### src/rtl/frog_controller.sv
// Frog game-state stage: grid position, lives, death/respawn/crossing/game-over sequencing.
// Optional post-respawn invulnerability with blink is enabled by defining FROG_INVULN_EN.
module frog_controller #(
  parameter int unsigned GRID_COLS     = 20,
  parameter int unsigned GRID_ROWS     = 15,
  parameter int unsigned START_COL     = 10,
  parameter int unsigned START_ROW     = 14,
  parameter int unsigned INIT_LIVES    = 3,
  parameter int unsigned MOVE_FRAMES   = 8,
  parameter int unsigned DEATH_FRAMES  = 60,
  parameter int unsigned INVULN_FRAMES = 90
) (
  input  logic       clk,
  input  logic       rst_n,
  input  logic       frame_tick,
  input  logic       btn_up,
  input  logic       btn_down,
  input  logic       btn_left,
  input  logic       btn_right,
  input  logic       car_hit,
  output logic [4:0] frog_col,
  output logic [3:0] frog_row,
  output logic [1:0] lives,
  output logic       frog_visible,
  output logic       crossed,
  output logic       game_over
);

  localparam logic [2:0] S_PLAY     = 3'd0;
  localparam logic [2:0] S_COOL     = 3'd1;
  localparam logic [2:0] S_DEAD     = 3'd2;
  localparam logic [2:0] S_GAMEOVER = 3'd3;
  localparam logic [2:0] S_CROSS    = 3'd4;

  localparam logic [4:0] LP_START_COL  = 5'(START_COL);
  localparam logic [3:0] LP_START_ROW  = 4'(START_ROW);
  localparam logic [4:0] LP_MAX_COL    = 5'(GRID_COLS - 1);
  localparam logic [3:0] LP_MAX_ROW    = 4'(GRID_ROWS - 1);
  localparam logic [1:0] LP_INIT_LIVES = 2'(INIT_LIVES);
  localparam logic [7:0] LP_MOVE_LAST  = 8'(MOVE_FRAMES - 1);
  localparam logic [7:0] LP_DEATH_LAST = 8'(DEATH_FRAMES - 1);
  localparam logic [7:0] LP_INV_LAST   = 8'(INVULN_FRAMES - 1);

`ifdef FROG_INVULN_EN
  localparam bit LP_INV_EN = 1'b1;
`else
  localparam bit LP_INV_EN = 1'b0;
`endif

  logic [2:0] r_state;
  logic [4:0] r_col;
  logic [3:0] r_row;
  logic [1:0] r_lives;
  logic       r_visible;
  logic       r_crossed;
  logic       r_game_over;
  logic [7:0] r_cnt;
  logic [3:0] r_btn_prev;
  logic       r_inv_act;
  logic [7:0] r_inv_cnt;

  logic [3:0] w_btn;
  logic [3:0] w_press;
  logic [4:0] w_tgt_col;
  logic [3:0] w_tgt_row;
  logic       w_mv_ok;
  logic       w_shielded;

  logic [2:0] w_nxt_state;
  logic [4:0] w_nxt_col;
  logic [3:0] w_nxt_row;
  logic [1:0] w_nxt_lives;
  logic       w_nxt_crossed;
  logic [7:0] w_nxt_cnt;
  logic       w_respawn;
  logic       w_nxt_inv_act;
  logic [7:0] w_nxt_inv_cnt;
  logic       w_blink_on;
  logic       w_nxt_visible;
  logic       w_nxt_game_over;

  // Bit order {up, down, left, right}; press = rising edge versus last cycle.
  assign w_btn      = {btn_up, btn_down, btn_left, btn_right};
  assign w_press    = w_btn & ~r_btn_prev;
  assign w_shielded = LP_INV_EN & r_inv_act;

  // Highest-priority press picks the single candidate move; range check clamps it.
  always_comb begin
    w_tgt_col = r_col;
    w_tgt_row = r_row;
    w_mv_ok   = 1'b0;
    if (w_press[3]) begin
      w_tgt_row = r_row - 4'd1;
      w_mv_ok   = (r_row != '0);
    end else if (w_press[2]) begin
      w_tgt_row = r_row + 4'd1;
      w_mv_ok   = (r_row < LP_MAX_ROW);
    end else if (w_press[1]) begin
      w_tgt_col = r_col - 5'd1;
      w_mv_ok   = (r_col != '0);
    end else if (w_press[0]) begin
      w_tgt_col = r_col + 5'd1;
      w_mv_ok   = (r_col < LP_MAX_COL);
    end
  end

  always_comb begin
    w_nxt_state   = r_state;
    w_nxt_col     = r_col;
    w_nxt_row     = r_row;
    w_nxt_lives   = r_lives;
    w_nxt_crossed = 1'b0;
    w_nxt_cnt     = r_cnt;
    w_respawn     = 1'b0;
    case (r_state)
      S_PLAY, S_COOL: begin
        if (car_hit && !w_shielded) begin
          w_nxt_cnt = '0;
          if (r_lives > 2'd1) begin
            w_nxt_lives = r_lives - 2'd1;
            w_nxt_state = S_DEAD;
          end else begin
            w_nxt_lives = '0;
            w_nxt_state = S_GAMEOVER;
          end
        end else if (r_state == S_PLAY) begin
          if (w_mv_ok) begin
            w_nxt_col = w_tgt_col;
            w_nxt_row = w_tgt_row;
            w_nxt_cnt = '0;
            if (w_tgt_row == '0) begin
              w_nxt_crossed = 1'b1;
              w_nxt_state   = S_CROSS;
            end else begin
              w_nxt_state = S_COOL;
            end
          end
        end else if (frame_tick) begin
          if (r_cnt == LP_MOVE_LAST) begin
            w_nxt_cnt   = '0;
            w_nxt_state = S_PLAY;
          end else begin
            w_nxt_cnt = r_cnt + 8'd1;
          end
        end
      end
      S_CROSS: begin
        w_nxt_col   = LP_START_COL;
        w_nxt_row   = LP_START_ROW;
        w_nxt_cnt   = '0;
        w_nxt_state = S_COOL;
        w_respawn   = 1'b1;
      end
      S_DEAD: begin
        if (frame_tick) begin
          if (r_cnt == LP_DEATH_LAST) begin
            w_nxt_col   = LP_START_COL;
            w_nxt_row   = LP_START_ROW;
            w_nxt_cnt   = '0;
            w_nxt_state = S_PLAY;
            w_respawn   = 1'b1;
          end else begin
            w_nxt_cnt = r_cnt + 8'd1;
          end
        end
      end
      S_GAMEOVER: begin
        if (|w_press) begin
          w_nxt_col   = LP_START_COL;
          w_nxt_row   = LP_START_ROW;
          w_nxt_lives = LP_INIT_LIVES;
          w_nxt_cnt   = '0;
          w_nxt_state = S_PLAY;
          w_respawn   = 1'b1;
        end
      end
      default: begin
        w_nxt_state = S_PLAY;
        w_nxt_cnt   = '0;
      end
    endcase
  end

  // Invulnerability window runs across PLAY/COOL independently of the state counter.
  always_comb begin
    w_nxt_inv_act = r_inv_act;
    w_nxt_inv_cnt = r_inv_cnt;
    if (r_inv_act && frame_tick) begin
      if (r_inv_cnt == LP_INV_LAST) begin
        w_nxt_inv_act = 1'b0;
        w_nxt_inv_cnt = '0;
      end else begin
        w_nxt_inv_cnt = r_inv_cnt + 8'd1;
      end
    end
    if (w_respawn && LP_INV_EN) begin
      w_nxt_inv_act = 1'b1;
      w_nxt_inv_cnt = '0;
    end
  end

  always_comb begin
    w_blink_on      = !w_nxt_inv_act || !w_nxt_inv_cnt[3];
    w_nxt_game_over = (w_nxt_state == S_GAMEOVER);
    w_nxt_visible   = (w_nxt_state != S_DEAD) && !w_nxt_game_over && w_blink_on;
  end

  always_ff @(posedge clk) begin
    if (!rst_n) begin
      r_state     <= S_PLAY;
      r_col       <= LP_START_COL;
      r_row       <= LP_START_ROW;
      r_lives     <= LP_INIT_LIVES;
      r_visible   <= 1'b1;
      r_crossed   <= 1'b0;
      r_game_over <= 1'b0;
      r_cnt       <= '0;
      r_btn_prev  <= '0;
      r_inv_act   <= 1'b0;
      r_inv_cnt   <= '0;
    end else begin
      r_state     <= w_nxt_state;
      r_col       <= w_nxt_col;
      r_row       <= w_nxt_row;
      r_lives     <= w_nxt_lives;
      r_visible   <= w_nxt_visible;
      r_crossed   <= w_nxt_crossed;
      r_game_over <= w_nxt_game_over;
      r_cnt       <= w_nxt_cnt;
      r_btn_prev  <= w_btn;
      r_inv_act   <= w_nxt_inv_act;
      r_inv_cnt   <= w_nxt_inv_cnt;
    end
  end

  assign frog_col     = r_col;
  assign frog_row     = r_row;
  assign lives        = r_lives;
  assign frog_visible = r_visible;
  assign crossed      = r_crossed;
  assign game_over    = r_game_over;

endmodule
### config.mk
export PLATFORM = sky130hd
export DESIGN_NAME = frog_controller
export DESIGN_NICKNAME = d
export VERILOG_FILES = /design/src/rtl/frog_controller.sv
export SDC_FILE = /design/constraint.sdc
export NUM_CORES = 1
export LEC_CHECK = 0
export CORE_AREA = 10 10 107 109
export DETAILED_ROUTE_END_ITERATION = 12
export DIE_AREA = 0 0 117 119
export GPL_TIMING_DRIVEN = 1
export PLACE_DENSITY = 0.39
export SYNTH_ARGS = -nofsm -noshare
export SYNTH_HDL_FRONTEND = slang
export SYNTH_SLANG_ARGS = --single-unit
export TNS_END_PERCENT = 1
### constraint.sdc
create_clock -name clk -period 6.5 [get_ports clk]
set_input_delay 1.3 -clock clk [delete_from_list [all_inputs] [get_ports clk]]
set_output_delay 1.3 -clock clk [all_outputs]
set_load 0.05 [all_outputs]
==> impl_metrics.sql, run 1 <==
INSERT INTO impl_metrics (metric_group, metric, value, unit) VALUES
('floorplanning', 'chipWidth', '117', 'um'),
('pwr', 'power.clock.fraction', '0.358', ''),
('synth', 'yosys_warns', '0', ''),
('clock_tree', 'tritoncts', 'done', ''),
('synth', 'mappedNetlistNets', '296', ''),
('setup_path', 'critical_path_peak_fanout', '11', ''),
('sta', 'rsz_0062_raised_after_global_routing', 'false', ''),
('sta', 'headroom_to_the_max_slew_limit', '0.465', ''),
('grt', 'global_route.overflow_total', '0', ''),
('finish', 'diodes', '0', ''),
('hold_path', 'hold_path_startpoint', 'r_cnt[7]', ''),
('finish', 'area.sequential', '761', 'um2'),
('setup_path', 'timing.rr.end', 'r_state[0]', ''),
('floorplanning', 'placeableCoreArea', '9460', 'um2'),
('clock_tree', 'clk_pin_slew', '0.09', 'ns'),
('place', 'place_congestion', '0.800', ''),
('clock_tree', 'cts_post_setup_buffers_inserted', '0', ''),
('setup_path', 'data_arrival_time_of_the_critical_path', '4.03', 'ns'),
('routing', 'wirelength', '5.91', 'mm'),
('pwr', 'design_power_total', '0.590', 'mW'),
('run_status', 'run_status', 'complete, no violations', ''),
('clock_tree', 'cts-resized-gates', '0', ''),
('synth', 'synth_async_sr_flop_share', '0', ''),
('routing', 'met2WireLength', '2.57', 'mm'),
('run', 'maximum_capacitance_violations', '0', ''),
('pwr', 'power-per-cell-area', '218', 'nW/um2'),
('sta', 'setup_violation_total_in_the_final_timing_report', '0', ''),
('routing', 'viasPerCell', '4.93', ''),
('hold_path', 'worst_hold_path.endpoint', 'r_cnt[7]', ''),
('routing', 'met1Wirelength', '3.06', 'mm'),
('pwr', 'pwr-share-comb', '0.216', ''),
('clock_tree', 'clock_tree_buffer_depth', '2', ''),
('clock_tree', 'clock_tree.htree_level_count', '2', ''),
('routing', 'drt_first_iter_violations', '62', ''),
('pwr', 'power.static_leakage', '0.988', 'nW'),
('sta', 'max_freq', '264', 'MHz'),
('finish', 'final_net_count', '315', ''),
('synth', 'synthDistinctLibCells', '55', ''),
('sta', 'timing_worst_slew_pin_value', '0.802', 'ns'),
('synth', 'mappedNetlistArea', '2270', 'um2'),
('routing', 'top_layer', 'met4', ''),
('setup_path', 'worstPathRequired', '6.74', 'ns'),
('grt', 'antenna_violations_before_repair', '0', ''),
('sta', 'finalHoldWorstSlack', '0.503', 'ns'),
('synth', 'synthesis.area_per_instance', '8.15', 'um2'),
('sta', 'setup_total_negative_slack', '0', 'ns'),
('sta', 'post-route-period-util', '0.583', ''),
('synth', 'yosysSeqAreaShare', '0.334', ''),
('finish', 'multi_input_area', '1440', 'um2'),
('setup_path', 'cp_slowest_stage_delay', '0.67', 'ns'),
('clock_tree', 'clock_latency', '0.29', 'ns'),
('sta', 'finalHoldViolations', '0', ''),
('place', 'io_buffer_count', '21', ''),
('place', 'dpl_worst_slack', '2.38', 'ns'),
('grt', 'grtUsageTotal', '0.0887', ''),
('hold_path', 'holdCritPathClass', 'reg2reg', ''),
('setup_path', 'worst_flop_to_flop_path_startpoint', 'r_cnt[0]', ''),
('grt', 'grt_pass1_wl', '10.2', 'mm'),
('pwr', 'vdd_ir_drop_max', '0.0000745', 'V'),
('synth', 'synth_area_leaders', 'dfxtp_1, a21oi_1, ha_1', ''),
('floorplanning', 'floorplan.initialDensity', '0.240', ''),
('setup_path', 'timing.reg2reg.setup_slack', '3.85', 'ns'),
('synth', 'synth.top_cell.area_share', '0.334', ''),
('synth', 'synth-edff-count', '0', ''),
('floorplanning', 'ioPinCount', '22', ''),
('setup_path', 'timing.critical_path.slowest_stage_cell', 'a22oi_1', ''),
('grt', 'vias_in_the_first_global_route', '2010', ''),
('grt', 'grt_start_max_net_pins', '35', ''),
('finish', 'drive_gt1_frac', '0.0635', ''),
('routing', 'detailedRoute.firstPassIterationCount', '4', ''),
('floorplanning', 'die_h', '119', 'um');
[cells in the mapped netlist (2+ instances only)]
library cell	count
a21boi_0	2
nor2b_1	9
nor2_1	25
a21boi_1	2
nor4_1	7
nand3b_1	5
nand4_1	3
nand2b_1	5
nand2_1	18
clkbuf_1	7
mux2i_1	2
a21o_1	4
nor3_1	10
inv_1	8
o21a_1	7
dfxtp_1	38
and4b_1	3
nand3_1	15
a22oi_1	2
o21ai_1	5
o21ai_0	7
nor3b_1	3
buf_2	2
ha_1	8
xor2_1	5
a2111oi_0	2
xnor2_1	5
a211oi_1	3
and3_1	8
a21oi_1	21
o22ai_1	4
and2_1	9
o211ai_1	3
[worst register-to-register path, cell delays in order, from the launching register on]
cell,delay (ns)
dfxtp_1,0.39
ha_1,0.24
nor3b_2,0.25
nand4_1,0.20
a22oi_1,0.70
o211ai_1,0.37
a22oi_1,0.29
nor2b_1,0.15
[area by class of cell]
cell class / instances / area share
repair buffers: 22 / 0.0805
clock buffers: 5 / 0.0254
inverters: 8 / 0.0111
multi-input cells: 223 / 0.532
clock inverters: 3 / 0.0167
well taps: 114 / 0.0527
flip-flops and latches: 38 / 0.281
[power groups by stage]
stage / combinational [mW] / sequential [mW] / clock [mW]
floorplan: 0.0766 / 0.273 / 0
global placement: 0.130 / 0.258 / 0
detailed placement: 0.128 / 0.257 / 0
CTS: 0.129 / 0.252 / 0.221
global route: 0.142 / 0.253 / 0.229
finish: 0.127 / 0.252 / 0.211
[how the worst max path moves through the flow]
stage               slack [ns]  cells after the start      from     endpoint
floorplan                 3.56                      9  btn_left  frog_col[4]
global placement          2.45                      7  btn_left  frog_row[1]
detailed placement        2.38                      7  btn_left  frog_row[1]
CTS                       2.69                      7  btn_left   r_state[0]
global route              2.37                      7  btn_left  frog_row[1]
finish                    2.71                      7  btn_left   r_state[0]
[cells in the final DEF, fill, tap and decap left out, types with 3 or more instances in the layout]
| cell type | instances |
|---|---|
| dfxtp_1 | 38 |
| nor2_1 | 25 |
| a21oi_1 | 21 |
| clkdlybuf4s50_1 | 21 |
| nand2_1 | 18 |
| nand3_1 | 15 |
| nor3_1 | 10 |
| nor2b_1 | 9 |
| and2_1 | 9 |
| inv_1 | 8 |
| and3_1 | 8 |
| ha_1 | 8 |
| o21a_1 | 7 |
| o21ai_0 | 7 |
| nor4_1 | 7 |
| nand2b_1 | 5 |
| nand3b_1 | 5 |
| o21ai_1 | 5 |
| xor2_1 | 5 |
| xnor2_1 | 5 |
| clkbuf_8 | 5 |
| a21o_1 | 4 |
| o22ai_1 | 4 |
| and4b_1 | 3 |
| nand4_1 | 3 |
| o211ai_1 | 3 |
| nor3b_1 | 3 |
| a211oi_1 | 3 |
[state kept, by name (all words and copies together) (netlist names)]
name,count
r_inv_act,1
r_btn_prev,4
frog_row,4
game_over,1
r_state,3
crossed,1
frog_visible,1
lives,2
r_inv_cnt,8
r_cnt,8
frog_col,5
[per-layer routing]
metal	up-vias	track usage
met3	4	0.0251
met1	958	0.121
met4	0	0.0201
li1	1050	-
met5	-	0
met2	23	0.134
[kinds of logic (layout without fill, tap and decap cells)]
logic type      Yosys count  in the layout  synth area share
simple gates            130            130             0.318
fa+ha+maj                 9              9            0.0528
buf+inv                  18             38            0.0325
flops                    38             38             0.334
xor+xnor                 10             10            0.0385
compound gates           71             71             0.210
mux                       3              3            0.0138
Power figures use the tool's default switching activity.
==> run 2: changes to the inputs <==
--- a/config.mk
+++ b/config.mk
@@ -9,7 +9,7 @@
 export DETAILED_ROUTE_END_ITERATION = 12
 export DIE_AREA = 0 0 117 119
 export GPL_TIMING_DRIVEN = 1
-export PLACE_DENSITY = 0.39
+export PLACE_DENSITY = 0.4
 export SYNTH_ARGS = -nofsm -noshare
 export SYNTH_HDL_FRONTEND = slang
 export SYNTH_SLANG_ARGS = --single-unit
==> constraint.sdc (replaced) <==
create_clock -name clk -period 3.2 [get_ports clk]
set_input_delay 0.64 -clock clk [delete_from_list [all_inputs] [get_ports clk]]
set_output_delay 0.64 -clock clk [all_outputs]
set_load 0.05 [all_outputs]
==> run 2 against run 1 <==
Cell area is 2.5% higher. Register-to-register slack worse by 2.9 ns. Via count is 0.34% lower. First-iteration DRC count is 34% higher. Largest power group unchanged.
==> impl_metrics.sql, run 2 (synthesized netlist as in run 1, its figures left out) <==
INSERT INTO impl_metrics (metric_group, metric, value, unit) VALUES
('routing', 'route.vias.total', '2028', ''),
('clock_tree', 'clk_pin_slew', '0.09', 'ns'),
('setup_path', 'cp_slowest_stage_delay', '0.41', 'ns'),
('sta', 'post-route-period-util', '0.781', ''),
('finish', 'syn_to_layout_area_delta', '21.9', '%'),
('place', 'post-dp-hpwl', '4.51', 'mm'),
('setup_path', 'timing.critical_path.slowest_stage_cell', 'clkdlybuf4s50_1', ''),
('setup_path', 'worst_flop_to_flop_path_startpoint', 'frog_row[0]', ''),
('run_status', 'run_status', 'complete, no violations', ''),
('clock_tree', 'clock_tree_buffer_depth', '2', ''),
('grt', 'global_route.overflow_total', '0', ''),
('sta', 'max_freq', '400', 'MHz'),
('routing', 'detailedRoute.firstPassIterationCount', '4', ''),
('floorplanning', 'ioPinCount', '22', ''),
('routing', 'drc_errors', '0', ''),
('setup_path', 'critical_setup_path_class', 'in2reg', ''),
('pwr', 'power-per-cell-area', '467', 'nW/um2'),
('run', 'maximum_capacitance_violations', '0', ''),
('clock_tree', 'clock-root-buffer', 'clkbuf_8', ''),
('finish', 'instances_no_fill', '419', ''),
('routing', 'avgRoutedWirePerCell', '14.5', 'um'),
('sta', 'rsz_0062_raised_after_global_routing', 'false', ''),
('routing', 'viasPerCell', '4.84', ''),
('sta', 'setup_total_negative_slack', '0', 'ns'),
('finish', 'drive_gt1_frac', '0.0820', ''),
('sta', 'fin_crit', '2.50', 'ns'),
('setup_path', 'crit_chain', 'clkdlybuf4s50_1 -> nor2b_1 -> buf_4 -> fa_1 -> a21o_1 -> a21oi_1 -> xnor2_1 -> o21ai_1 -> mux2_2 -> a21boi_1', ''),
('sta', 'finalMaxSlewViolations', '0', ''),
('setup_path', 'timing.reg2reg.setup_slack', '0.91', 'ns'),
('clock_tree', 'tritoncts', 'done', ''),
('setup_path', 'worstSetupStartpointType', 'input port', ''),
('setup_path', 'cp.depth', '10', ''),
('pwr', 'design_power_total', '1.30', 'mW'),
('clock_tree', 'cts_post_setup_buffers_inserted', '0', ''),
('hold_path', 'min_path_cells', '2', ''),
('clock_tree', 'clock_latency', '0.30', 'ns'),
('sta', 'finClkSkew', '0.0107', 'ns'),
('floorplanning', 'placeableCoreArea', '9460', 'um2'),
('floorplanning', 'chipWidth', '117', 'um'),
('pwr', 'vdd_ir_drop_max', '0.000228', 'V'),
('grt', 'antenna_violations_before_repair', '0', ''),
('finish', 'final_common_cell', 'dfxtp_1', ''),
('grt', 'grt_pass1_wl', '9.98', 'mm'),
('setup_path', 'timing.reg2reg.worst_path_depth', '8', ''),
('place', 'dp.cells', '411', ''),
('clock_tree', 'cts-resized-gates', '0', ''),
('routing', 'wirelength', '6.07', 'mm'),
('finish', 'diodes', '0', ''),
('setup_path', 'worstPathRequired', '3.44', 'ns'),
('floorplanning', 'floorplan.initialDensity', '0.240', ''),
('setup_path', 'end_kind', 'flip-flop', ''),
('setup_path', 'timing.critical_path.max_delay_family', 'buffers and inverters', ''),
('floorplanning', 'core.rowCount', '36', ''),
('sta', 'setup_violation_total_in_the_final_timing_report', '0', ''),
('routing', 'drt_first_iter_violations', '83', ''),
('sta', 'timing_worst_slew_pin_value', '0.677', 'ns'),
('pwr', 'power.static_leakage', '1.04', 'nW'),
('setup_path', 'cp-endpoint', 'frog_col[4]', ''),
('setup_path', 'critical_path.startpoint', 'btn_left', ''),
('place', 'io_buffer_count', '21', ''),
('setup_path', 'critical_path_peak_fanout', '9', ''),
('hold_path', 'holdCritPathClass', 'reg2reg', ''),
('clock_tree', 'clock_sinks', '38', ''),
('clock_tree', 'clock_tree.htree_level_count', '2', ''),
('sta', 'headroom_to_the_max_slew_limit', '0.547', ''),
('setup_path', 'timing.critical_path.buf_inv', '2', ''),
('place', 'place_congestion', '0.757', ''),
('floorplanning', 'die_h', '119', 'um'),
('setup_path', 'data_arrival_time_of_the_critical_path', '2.73', 'ns'),
('finish', 'leading_cell_types_in_the_layout_fill_and_taps_excluded', 'dfxtp_1, nor2_1, a21oi_1, clkdlybuf4s50_1, nand2_1', ''),
('setup_path', 'timing.rr.end', 'game_over', ''),
('clock_tree', 'hold_buffers', '0', ''),
('sta', 'finalHoldViolations', '0', ''),
('grt', 'grt_start_max_net_pins', '14', ''),
('clock_tree', 'cts_inserted_buffers', '5', ''),
('routing', 'drtAntennaViolNets', '0', ''),
('grt', 'vias_in_the_first_global_route', '1991', ''),
('floorplanning', 'die_area', '13900', 'um2'),
('grt', 'grtUsageTotal', '0.0871', ''),
('finish', 'final_net_count', '321', '');
[run 2: changes by cell type in the layout (fill, tap and decap cells not counted)]
cell and delta:
buf_4 +6, bufinv_16 +1, clkinv_4 +1, clkinvlp_4 -2
[run 2: stage by stage]
stage / cell area (um2) / utilization / worst slack (ns) / hold WS (ns)
floorplan: 2270 / - / 0.901 / 0.466
global placement: 2640 / 0.279 / 0.411 / 0.488
detailed placement: 2640 / 0.279 / 0.390 / 0.494
CTS: 2770 / 0.293 / 0.696 / 0.508
global route: 2770 / 0.293 / 0.597 / 0.540
finish: 2770 / 0.293 / 0.702 / 0.502
[run 2: area by class of cell]
cell class,instances,area (um2)
Fill cell,1033,6690
Multi-Input combinational cell,223,1440
Sequential cell,38,761
Timing Repair Buffer,28,263
Tap cell,114,143
Clock buffer,5,68.8
Clock inverter,3,68.8
Inverter,8,30.0
[run 2: worst min path at each step]
stage                  start        to  slack, ns
floorplan           r_cnt[7]  r_cnt[7]       0.47
global placement    r_cnt[7]  r_cnt[7]       0.49
detailed placement  r_cnt[7]  r_cnt[7]       0.49
CTS                 r_cnt[7]  r_cnt[7]       0.51
global route        r_cnt[7]  r_cnt[7]       0.54
finish              r_cnt[7]  r_cnt[7]       0.50
[run 2: tightest hold or removal path: cells and delay by family (launching register included)]
kind               cells  cell delay, ns
AOI/OAI and AO/OA      1            0.06
DFF                    1            0.34
and+or+nand+nor        1            0.06
[run 2: where the power goes]
group	internal, mW	switching, mW
sequential	0.490	0.0217
combinational	0.106	0.167
clock	0.313	0.198
total	0.908	0.387
[run 2: metal layers]
| metal | track usage | vias to the layer above | share of wire |
|---|---|---|---|
| met3 | 0.0256 | 5 | 0.042 |
| met5 | 0 | - | 0 |
| li1 | - | 1066 | - |
| met1 | 0.119 | 934 | 0.51 |
| met2 | 0.130 | 23 | 0.44 |
| met4 | 0.0209 | 0 | 0.0064 |
